`config.mk`:
```
export PLATFORM = sky130hd
export DESIGN_NAME = md5_pad
export DESIGN_NICKNAME = d
export VERILOG_FILES = /design/src/rtl/md5_pad_pkg.sv /design/src/rtl/md5_pad_outreg.sv /design/src/rtl/md5_pad.sv
export SDC_FILE = /design/constraint.sdc
export NUM_CORES = 1
export LEC_CHECK = 0
export BUFFER_PORTS_ARGS = -buffer_cell sky130_fd_sc_hd__buf_2
export CORE_ASPECT_RATIO = 0.5
export CORE_MARGIN = 2
export CORE_UTILIZATION = 39
export DETAILED_ROUTE_END_ITERATION = 7
export GPL_TIMING_DRIVEN = 0
export MAX_ROUTING_LAYER = met4
export PLACE_DENSITY_LB_ADDON = 0.3
export SYNTH_ARGS = -nofsm -noshare
export SYNTH_HDL_FRONTEND = slang
export SYNTH_SLANG_ARGS = --single-unit
```
`constraint.sdc`:
```
create_clock -name i_clk -period 3.1 [get_ports i_clk]
set_input_delay 0.31 -clock i_clk [delete_from_list [all_inputs] [get_ports i_clk]]
set_output_delay 0.31 -clock i_clk [all_outputs]
set_load 0.01 [all_outputs]
```
`src/rtl/md5_pad_pkg.sv`:
```
// md5_pad_pkg: shared constants, FSM state type and byte-placement helpers
// for the MD5 single-block padder.
package md5_pad_pkg;

  localparam int         MD5_MAX_SB_LEN = 55;     // longest string that still fits one block
  localparam logic [7:0] MD5_PAD_BYTE   = 8'h80;  // terminator byte after the data
  localparam int         MD5_LEN_OFS    = 56;     // byte index of the 64-bit LE length field

  typedef enum logic [1:0] {
    ST_LOAD = 2'd0,
    ST_PAD  = 2'd1,
    ST_OUT  = 2'd2
  } pad_state_t;

  // Bit position of the LSB of block byte idx; byte 0 occupies [511:504].
  function automatic logic [8:0] byte_lsb(input logic [5:0] idx);
    return 9'd504 - {idx, 3'b000};
  endfunction

  // Message length in bits for an n-byte string (8n <= 440 fits 16 bits).
  function automatic logic [15:0] bit_len(input logic [5:0] n);
    return {7'd0, n, 3'b000};
  endfunction

endpackage

```
`src/rtl/md5_pad_outreg.sv`:
```
// md5_pad_outreg: 512-bit valid/ready holding register used as a skid stage
// between the padder's assembly buffer and the md5 core.
module md5_pad_outreg
  import md5_pad_pkg::*;
#(
  parameter int W = 512
) (
  input  logic         i_clk,
  input  logic         i_reset,
  input  logic         i_load,
  input  logic [W-1:0] i_data,
  output logic [W-1:0] o_data,
  output logic         o_valid,
  input  logic         i_ready,
  output logic         o_can_load
);

  logic [W-1:0] r_data;
  logic         r_valid;

  // A new block may enter when empty or when the current one leaves this cycle.
  assign o_can_load = ~r_valid | i_ready;
  assign o_data     = r_data;
  assign o_valid    = r_valid;

  // Hold the block until the downstream handshake; reload takes priority.
  always_ff @(posedge i_clk) begin
    if (i_reset) begin
      r_data  <= '0;
      r_valid <= 1'b0;
    end else if (i_load) begin
      r_data  <= i_data;
      r_valid <= 1'b1;
    end else if (i_ready) begin
      r_valid <= 1'b0;
    end
  end

endmodule

```
`src/rtl/md5_pad.sv`:
```
// md5_pad: collects a 1..MAX_LEN byte string and emits the single padded
// 512-bit MD5 block (data, 0x80, zeros, 64-bit LE bit length) on valid/ready.
// Byte k of the block sits at o_mesg_out[511-8k -: 8].
// Build option MD5_PAD_SKID_EN: adds md5_pad_outreg so the next string can be
// loaded while the finished block waits for the core.
//
// state | meaning
// LOAD  | accepting string bytes into the assembly buffer
// PAD   | writing 0x80 and the length field (skid build: stalls here while output is full)
// OUT   | block presented, waiting for the downstream handshake (single-buffer build only)
module md5_pad
  import md5_pad_pkg::*;
#(
  parameter int MAX_LEN = MD5_MAX_SB_LEN
) (
  input  logic         i_clk,
  input  logic         i_reset,
  input  logic [7:0]   i_in_data,
  input  logic         i_in_valid,
  input  logic         i_in_last,
  output logic         o_in_ready,
  output logic [511:0] o_mesg_out,
  output logic         o_mesg_valid,
  input  logic         i_mesg_ready,
  output logic         o_len_err
);

  localparam logic [5:0] LP_MAX    = 6'(MAX_LEN);
  localparam logic [5:0] LP_LEN_LO = 6'(MD5_LEN_OFS);
  localparam logic [5:0] LP_LEN_HI = 6'(MD5_LEN_OFS + 1);

  pad_state_t   r_state;
  logic [5:0]   r_count;
  logic         r_ovf;
  logic [511:0] r_buf;
  logic         r_in_ready;
  logic         r_mesg_valid;
  logic         r_len_err;

  logic         w_accept;
  logic         w_full;
  logic         w_ovf_now;
  logic [8:0]   w_lsb;
  logic [15:0]  w_len;
  logic [511:0] w_padded;

  assign w_accept  = i_in_valid & r_in_ready;
  assign w_full    = (r_count >= LP_MAX);
  assign w_ovf_now = r_ovf | w_full;
  assign w_lsb     = byte_lsb(r_count);
  assign w_len     = bit_len(r_count);

  // Finished block: buffer contents with terminator and length overlaid.
  // Bytes past the data are already zero because the buffer is cleared at every handoff.
  always_comb begin
    w_padded                              = r_buf;
    w_padded[w_lsb +: 8]                  = MD5_PAD_BYTE;
    w_padded[byte_lsb(LP_LEN_LO) +: 8]    = w_len[7:0];
    w_padded[byte_lsb(LP_LEN_HI) +: 8]    = w_len[15:8];
    w_padded[47:0]                        = '0;
  end

`ifdef MD5_PAD_SKID_EN
  logic w_can_handoff;
  logic w_out_load;

  assign w_out_load = (r_state == ST_PAD) & w_can_handoff;

  md5_pad_outreg #(.W(512)) u_outreg (
    .i_clk      (i_clk),
    .i_reset    (i_reset),
    .i_load     (w_out_load),
    .i_data     (w_padded),
    .o_data     (o_mesg_out),
    .o_valid    (o_mesg_valid),
    .i_ready    (i_mesg_ready),
    .o_can_load (w_can_handoff)
  );
`else
  assign o_mesg_out   = r_buf;
  assign o_mesg_valid = r_mesg_valid;
`endif

  assign o_in_ready = r_in_ready;
  assign o_len_err  = r_len_err;

  // Padder FSM with registered handshake outputs.
  always_ff @(posedge i_clk) begin
    if (i_reset) begin
      r_state      <= ST_LOAD;
      r_count      <= '0;
      r_ovf        <= 1'b0;
      r_buf        <= '0;
      r_in_ready   <= 1'b1;
      r_mesg_valid <= 1'b0;
      r_len_err    <= 1'b0;
    end else begin
      r_len_err <= 1'b0;
      case (r_state)
        ST_LOAD: begin
          if (w_accept) begin
            // Count saturates at MAX_LEN; extra bytes only mark the string as too long.
            if (!w_full) begin
              r_buf[w_lsb +: 8] <= i_in_data;
              r_count           <= r_count + 6'd1;
            end else begin
              r_ovf <= 1'b1;
            end
            if (i_in_last) begin
              if (w_ovf_now) begin
                r_len_err <= 1'b1;
                r_buf     <= '0;
                r_count   <= '0;
                r_ovf     <= 1'b0;
              end else begin
                r_state    <= ST_PAD;
                r_in_ready <= 1'b0;
              end
            end
          end
        end
        ST_PAD: begin
`ifdef MD5_PAD_SKID_EN
          if (w_can_handoff) begin
            r_buf      <= '0;
            r_count    <= '0;
            r_state    <= ST_LOAD;
            r_in_ready <= 1'b1;
          end
`else
          r_buf        <= w_padded;
          r_state      <= ST_OUT;
          r_mesg_valid <= 1'b1;
`endif
        end
        ST_OUT: begin
          if (i_mesg_ready) begin
            r_buf        <= '0;
            r_count      <= '0;
            r_mesg_valid <= 1'b0;
            r_in_ready   <= 1'b1;
            r_state      <= ST_LOAD;
          end
        end
        default: begin
          r_state    <= ST_LOAD;
          r_in_ready <= 1'b1;
        end
      endcase
    end
  end

endmodule
```
==> flow_metrics.env, run 1 <==
export IMPL_clock_skew_ns=0.0248
export IMPL_synth_cells=2051
export IMPL_power_leakage_nw=11.2
export IMPL_cp_cell_sequence="buf_2 > clkbuf_1 > clkdlybuf4s15_1 > clkbuf_2 > clkbuf_1 > nor3_1"
export IMPL_post_drt_wl_per_cell_um=32.6
export IMPL_synth_edf_count=0
export IMPL_critPathLaunchType="primary input"
export IMPL_min_period_over_period_pct=103
export IMPL_nFillCells=4802
export IMPL_async_reset_ff_share_pct=0
export IMPL_layout_cells_non_filler=3399
export IMPL_multi_input_area_sq_um=9530
export IMPL_wirelength_um=111000
export IMPL_place_congestion=1.12
export IMPL_p_clk_share_pct=30.2
export IMPL_netlist_area_sq_um=19900
export IMPL_ys_seq_elements=524
export IMPL_swShare_pct=43.6
export IMPL_clkTransAtPathRegs_ns=0.07
export IMPL_synth_top_area_share_pct=52.7
export IMPL_yosysSeqAreaShare_pct=52.7
export IMPL_drtIter0Drc=3122
export IMPL_yosysTopAreaCell="dfxtp_1"
export IMPL_cpMostUsedCell="clkbuf_1"
export IMPL_max_freq_mhz=312
export IMPL_dp_hpwl_um=82900
export IMPL_synth_warning_count=0
export IMPL_hold_violations=0
export IMPL_final_setup_worst_slack_ns=-0.102
export IMPL_synth_area_leaders="dfxtp_1 (53%), a22o_1 (9.4%), a21oi_1 (4.4%), nand2_1 (3.5%), o21ai_0 (2.7%)"
export IMPL_cts_sinks=524
export IMPL_slew_headroom_pct=5.80
export IMPL_fin_nets=2689
export IMPL_grt_ovfl_total=0
export IMPL_worst_setup_path_end_kind="register"
export IMPL_finalSetupViolations=10
export IMPL_power_density_nw_per_um2=783
export IMPL_cts_htree_levels=2
export IMPL_crit_start="i_reset"
export IMPL_drt_pass1_iterations=6
export IMPL_hp_class="primary input to register"
export IMPL_yosys_most_used_dff="dfxtp_1"
export IMPL_syn_to_final_growth_pct=32.5
export IMPL_pin_count=528
export IMPL_layout_commonest_cell="buf_2"
export IMPL_regArea_sq_um=10500
export IMPL_cts_root_buf="clkbuf_16"
export IMPL_grt_total_usage_pct=41.1
export IMPL_crit_arrival_ns=3.64
export IMPL_ys_types=79
export IMPL_drc_errors=0
export IMPL_mostFrequentLayoutCells="buf_2 (545), dfxtp_1 (523), a22o_1 (214)"
export IMPL_setup_tns_ns=-0.313
export IMPL_grt_max_degree=17
export IMPL_die_area_sq_um=53000
export IMPL_violations="setup timing"
export IMPL_synth_nets=2069
export IMPL_syn_area_per_cell_sq_um=9.71
export IMPL_p_seq_share_pct=33.3
export IMPL_comb_power_share_pct=36.4
export IMPL_path_class="primary input to register"
export IMPL_cts_buffer_depth=3
export IMPL_slew_violations=0
export IMPL_crit_family="buffers and inverters"
export IMPL_die_w_um=324
export IMPL_grt_pass1_wl_um=150000
export IMPL_rsz0062_at_grt="true"
export IMPL_initial_utilization_pct=39.5
export IMPL_fin_crit_ns=3.20
export IMPL_cp_required_ns=3.54
export IMPL_slowest_stage="clkdlybuf4s15_1"
export IMPL_finalInstanceArea_sq_um=26400
export IMPL_fp_dieH_um=164
export IMPL_postCtsHoldBufs=0
export IMPL_route_vias_total=21800
export IMPL_cts_tree="built"
export IMPL_vias_per_cell=6.41
export IMPL_antenna_found_initial=3
export IMPL_grt_pass1_vias=19400
export IMPL_timing_rr_start="r_count[0]"
export IMPL_pre_cts_slack_ns=-1.53
export IMPL_drv_cap=0
export IMPL_p_int_w=0.0117
export IMPL_fp_coreArea_sq_um=50400
export IMPL_holdCritStartpoint="i_in_last"
export IMPL_crit_buf_inv=5
export IMPL_ir_drop_mv=0.370
export IMPL_final_antenna_net_count=0
export IMPL_p_switching_w=0.00900
export IMPL_drive_above_1_share_pct=35.0
export IMPL_rows=58
export IMPL_dpl_instance_area_sq_um=23400
export IMPL_clkLatencyLatePin_ns=0.61
export IMPL_place_inst=3265
export IMPL_tightest_slew_ns=1.41
export IMPL_slowest_delay_ns=0.87
export IMPL_portBuffers=523
export IMPL_cts_buffers=47
export IMPL_cp_max_fo=10
export IMPL_outcome="finished with violations"
final cells by class:
class | instances | area share [%]
repair buffers | 577 | 11.6
inverters | 29 | 0.412
flip-flops and latches | 524 | 39.8
clock inverters | 26 | 1.15
well taps | 690 | 3.27
multi-input cells | 1355 | 36.1
diodes | 4 | 0.0379
plain buffers | 137 | 2.78
clock buffers | 57 | 4.90
final timing paths:
path,slack (ns),depth (start not counted),to
max,-0.10,6,o_mesg_out[366]
min,0.03,3,o_len_err
max reg2reg,-0.07,7,o_mesg_out[511]
min reg2reg,0.45,2,o_mesg_out[63]
metal layers:
layer	vias to the layer above	share of wire [%]	GRT usage, %
met5	-	0	-
met4	0	3.8	13.0
met3	346	14	17.1
met2	1666	41	56.3
met1	10900	41	54.5
li1	8889	-	-
stage by stage:
step | total power, W | hold slack, ns | util (%)
final | 0.0207 | 0.0342 | 52.4
after global routing | 0.0208 | 0.0484 | 52.4
after CTS | 0.0198 | 0.0233 | 51.3
after detailed placement | 0.0132 | 0.438 | 46.5
after global placement | 0.0133 | 0.433 | 46.5
after floorplan | 0.0101 | 0.436 | -
Yosys cell counts (6+ instances only):
cell type / n
a211oi_1: 45
a21o_1: 8
a21oi_1: 177
a21oi_2: 7
a22o_1: 214
a22oi_1: 39
a31oi_1: 26
a32o_1: 14
a32oi_1: 10
and2_1: 39
and3_1: 20
buf_1: 7
buf_2: 33
buf_4: 7
clkbuf_1: 91
dfxtp_1: 524
inv_1: 29
mux2i_1: 10
nand2_1: 185
nand3_1: 32
nand4_1: 15
nor2_1: 141
nor2_2: 7
nor2b_1: 13
nor3_1: 49
nor3_2: 18
nor4_4: 6
o21a_1: 7
o21ai_0: 107
o22ai_1: 10
o2bb2ai_1: 16
o31ai_1: 10
o32ai_1: 26
what timing repair did:
action,4_1_cts,5_1_grt
resized for setup,169,109
cloned,0,0
pin swaps,18,10
setup buffers,27,26
endpoints found under the setup margin,487,409
state kept, by name (all words and copies together), names as in the netlist:
name / flops
o_len_err: 1
o_mesg_out: 512
o_mesg_valid: 1
r_state: 2
o_in_ready: 1
r_ovf: 1
r_count: 6
cell families (layout without fill, tap and decap cells):
logic type,Yosys count,in the layout,share of synthesized area [%]
simple gates,560,560,14.3
fa+ha+maj,5,5,0.314
flops,524,524,52.7
compound gates,767,767,27.8
buf+inv,172,826,3.74
mux,14,14,0.729
xor+xnor,9,9,0.471
other cells,0,4,0
worst register-to-register path: stages, from the launching register on:
cell,delay [ns]
dfxtp_1,0.35
clkbuf_4,0.24
buf_4,0.28
nor3_1,0.40
clkbuf_2,0.48
nand2_1,0.32
o21ai_0,0.79
a41o_1,0.27
power by group through the flow:
stage | clock, W | sequential [W] | combinational (W)
after floorplan | 0 | 0.00705 | 0.00301
after CTS | 0.00622 | 0.00688 | 0.00671
after detailed placement | 0 | 0.00703 | 0.00619
after global placement | 0 | 0.00703 | 0.00624
final | 0.00625 | 0.00689 | 0.00752
after global routing | 0.00652 | 0.00689 | 0.00741
Note: power is estimated with default switching activity, not from simulation.
==> inputs of run 2 (changes only) <==
==> constraint.sdc (replaced) <==
create_clock -name i_clk -period 3.1 [get_ports i_clk]
set_input_delay 0.62 -clock i_clk [delete_from_list [all_inputs] [get_ports i_clk]]
set_output_delay 0.62 -clock i_clk [all_outputs]
set_load 0.01 [all_outputs]
==> flow_metrics.env, run 2 (synthesis results as in run 1) <==
export IMPL_initial_utilization_pct=39.5
export IMPL_worst_setup_path_end_kind="register"
export IMPL_pre_cts_slack_ns=-1.53
export IMPL_final_antenna_net_count=0
export IMPL_cp_required_ns=3.60
export IMPL_fin_nets=2680
export IMPL_largest_reg_flops=512
export IMPL_drc_errors=0
export IMPL_slew_violations=0
export IMPL_cts_tree="built"
export IMPL_place_inst=3265
export IMPL_cts_root_buf="clkbuf_16"
export IMPL_grt_pass1_wl_um=150000
export IMPL_fp_dieH_um=164
export IMPL_slew_headroom_pct=7.96
export IMPL_timing_rr_start="r_count[1]"
export IMPL_total_power_w=0.0207
export IMPL_die_area_sq_um=53000
export IMPL_cts_buffer_depth=3
export IMPL_violations="setup timing"
export IMPL_wirelength_um=111000
export IMPL_clock_skew_ns=0.0281
export IMPL_fp_coreArea_sq_um=50400
export IMPL_min_period_over_period_pct=101
export IMPL_holdCritStartpoint="i_in_last"
export IMPL_die_w_um=324
export IMPL_outcome="finished with violations"
export IMPL_grt_max_degree=17
export IMPL_antenna_found_initial=3
export IMPL_grt_ovfl_total=0
export IMPL_clkLatencyLatePin_ns=0.61
export IMPL_drtIter0Drc=3164
export IMPL_cts_htree_levels=2
export IMPL_pin_count=528
export IMPL_crit_start="r_count[1]"
export IMPL_drive_above_1_share_pct=34.9
export IMPL_power_density_nw_per_um2=786
export IMPL_rows=58
export IMPL_layout_cells_non_filler=3390
export IMPL_slowest_stage="a31oi_4"
export IMPL_place_congestion=1.12
export IMPL_portBuffers=523
export IMPL_cts_sinks=524
export IMPL_drv_cap=0
export IMPL_syn_to_final_growth_pct=32.2
export IMPL_dp_hpwl_um=82900
export IMPL_finalSetupViolations=6
export IMPL_cp_max_fo=10
export IMPL_ir_drop_mv=0.362
export IMPL_layout_commonest_cell="buf_2"
export IMPL_tightest_slew_ns=1.38
export IMPL_rsz0062_at_grt="true"
export IMPL_post_drt_wl_per_cell_um=32.6
export IMPL_max_freq_mhz=319
export IMPL_mostFrequentLayoutCells="buf_2 (546), dfxtp_1 (523), a22o_1 (214)"
export IMPL_nFillCells=4818
export IMPL_drt_pass1_iterations=8
export IMPL_vias_per_cell=6.37
export IMPL_crit_arrival_ns=3.64
export IMPL_hp_class="primary input to register"
export IMPL_route_vias_total=21600
export IMPL_grt_total_usage_pct=41.2
export IMPL_path_class="register to register"
export IMPL_final_setup_worst_slack_ns=-0.0336
export IMPL_slowest_delay_ns=0.44
export IMPL_cts_buffers=47
export IMPL_cp_cell_sequence="clkbuf_4 > and3_1 > buf_2 > a31oi_4 > buf_6 > nand2_2 > nor2_4 > a21oi_1 > a22o_1"
export IMPL_clkTransAtPathRegs_ns=0.07
export IMPL_power_leakage_nw=11.1
export IMPL_whs_ns=0.350
export IMPL_hold_violations=0
export IMPL_critPathLaunchType="register"
export IMPL_grt_pass1_vias=19300
export IMPL_fin_crit_ns=3.13
[run 2: changes by cell type in the layout (fill, tap and decap cells not counted), sizes merged]
cell / before / now
buf: 619 / 612
clkbuf: 151 / 149
[run 2: worst paths after layout]
check	end	slack, ns	cells after the start
worst min-delay path	o_len_err	0.35	3
worst min register to register	o_mesg_out[63]	0.45	2
worst max register to register	o_mesg_out[346]	-0.03	9
worst max-delay path	o_mesg_out[346]	-0.03	9
[run 2: repair_timing]
item                       4_1_cts  5_1_grt
hold buffers                     0        0
buffers inserted                27       17
pin swaps                       18        7
resized for setup              174      103
setup endpoints to repair      487      408
[run 2: cell type report]
cell class,count,area (sq um),area share (%)
clock buffer,57,1290,4.91
multi-input combinational,1355,9540,36.2
antenna,4,10.0,0.0380
inverter,29,109,0.413
buffer,137,736,2.79
tap,690,863,3.28
clock inverter,26,304,1.15
timing repair buffer,568,2980,11.3
sequential,524,10500,39.8
[run 2: worst max-delay path: cells and delay by family (launching register included)]
family,cells,cell delay [ns]
buffers and inverters,3,0.73
DFF,1,0.34
and+or+nand+nor,3,0.89
AOI/OAI and AO/OA,3,1.05
[run 2: per-stage QoR]
stage	TNS [ns]	utilization, %	area [sq um]
global placement	-362.26	46.5	23400
global route	-0.0750	52.3	26300
floorplan	0	-	19900
CTS	0	51.3	25900
detailed placement	-325.07	46.5	23400
finish	-0.142	52.3	26300
[run 2: power by group]
| group | internal (W) | switching (W) |
|---|---|---|
| Clock | 0.00341 | 0.00284 |
| Sequential | 0.00682 | 0.0000670 |
| Combinational | 0.00146 | 0.00611 |
[run 2: per-layer routing]
layer | share of wire [%] | vias up | GRT usage [%] | routed length (um)
met5 | 0 | - | - | 0
li1 | - | 8864 | - | -
met2 | 41 | 1611 | 56.3 | 45200
met4 | 3.8 | 0 | 12.7 | 4220
met3 | 14 | 322 | 17.3 | 15900
met1 | 41 | 10800 | 54.6 | 45200
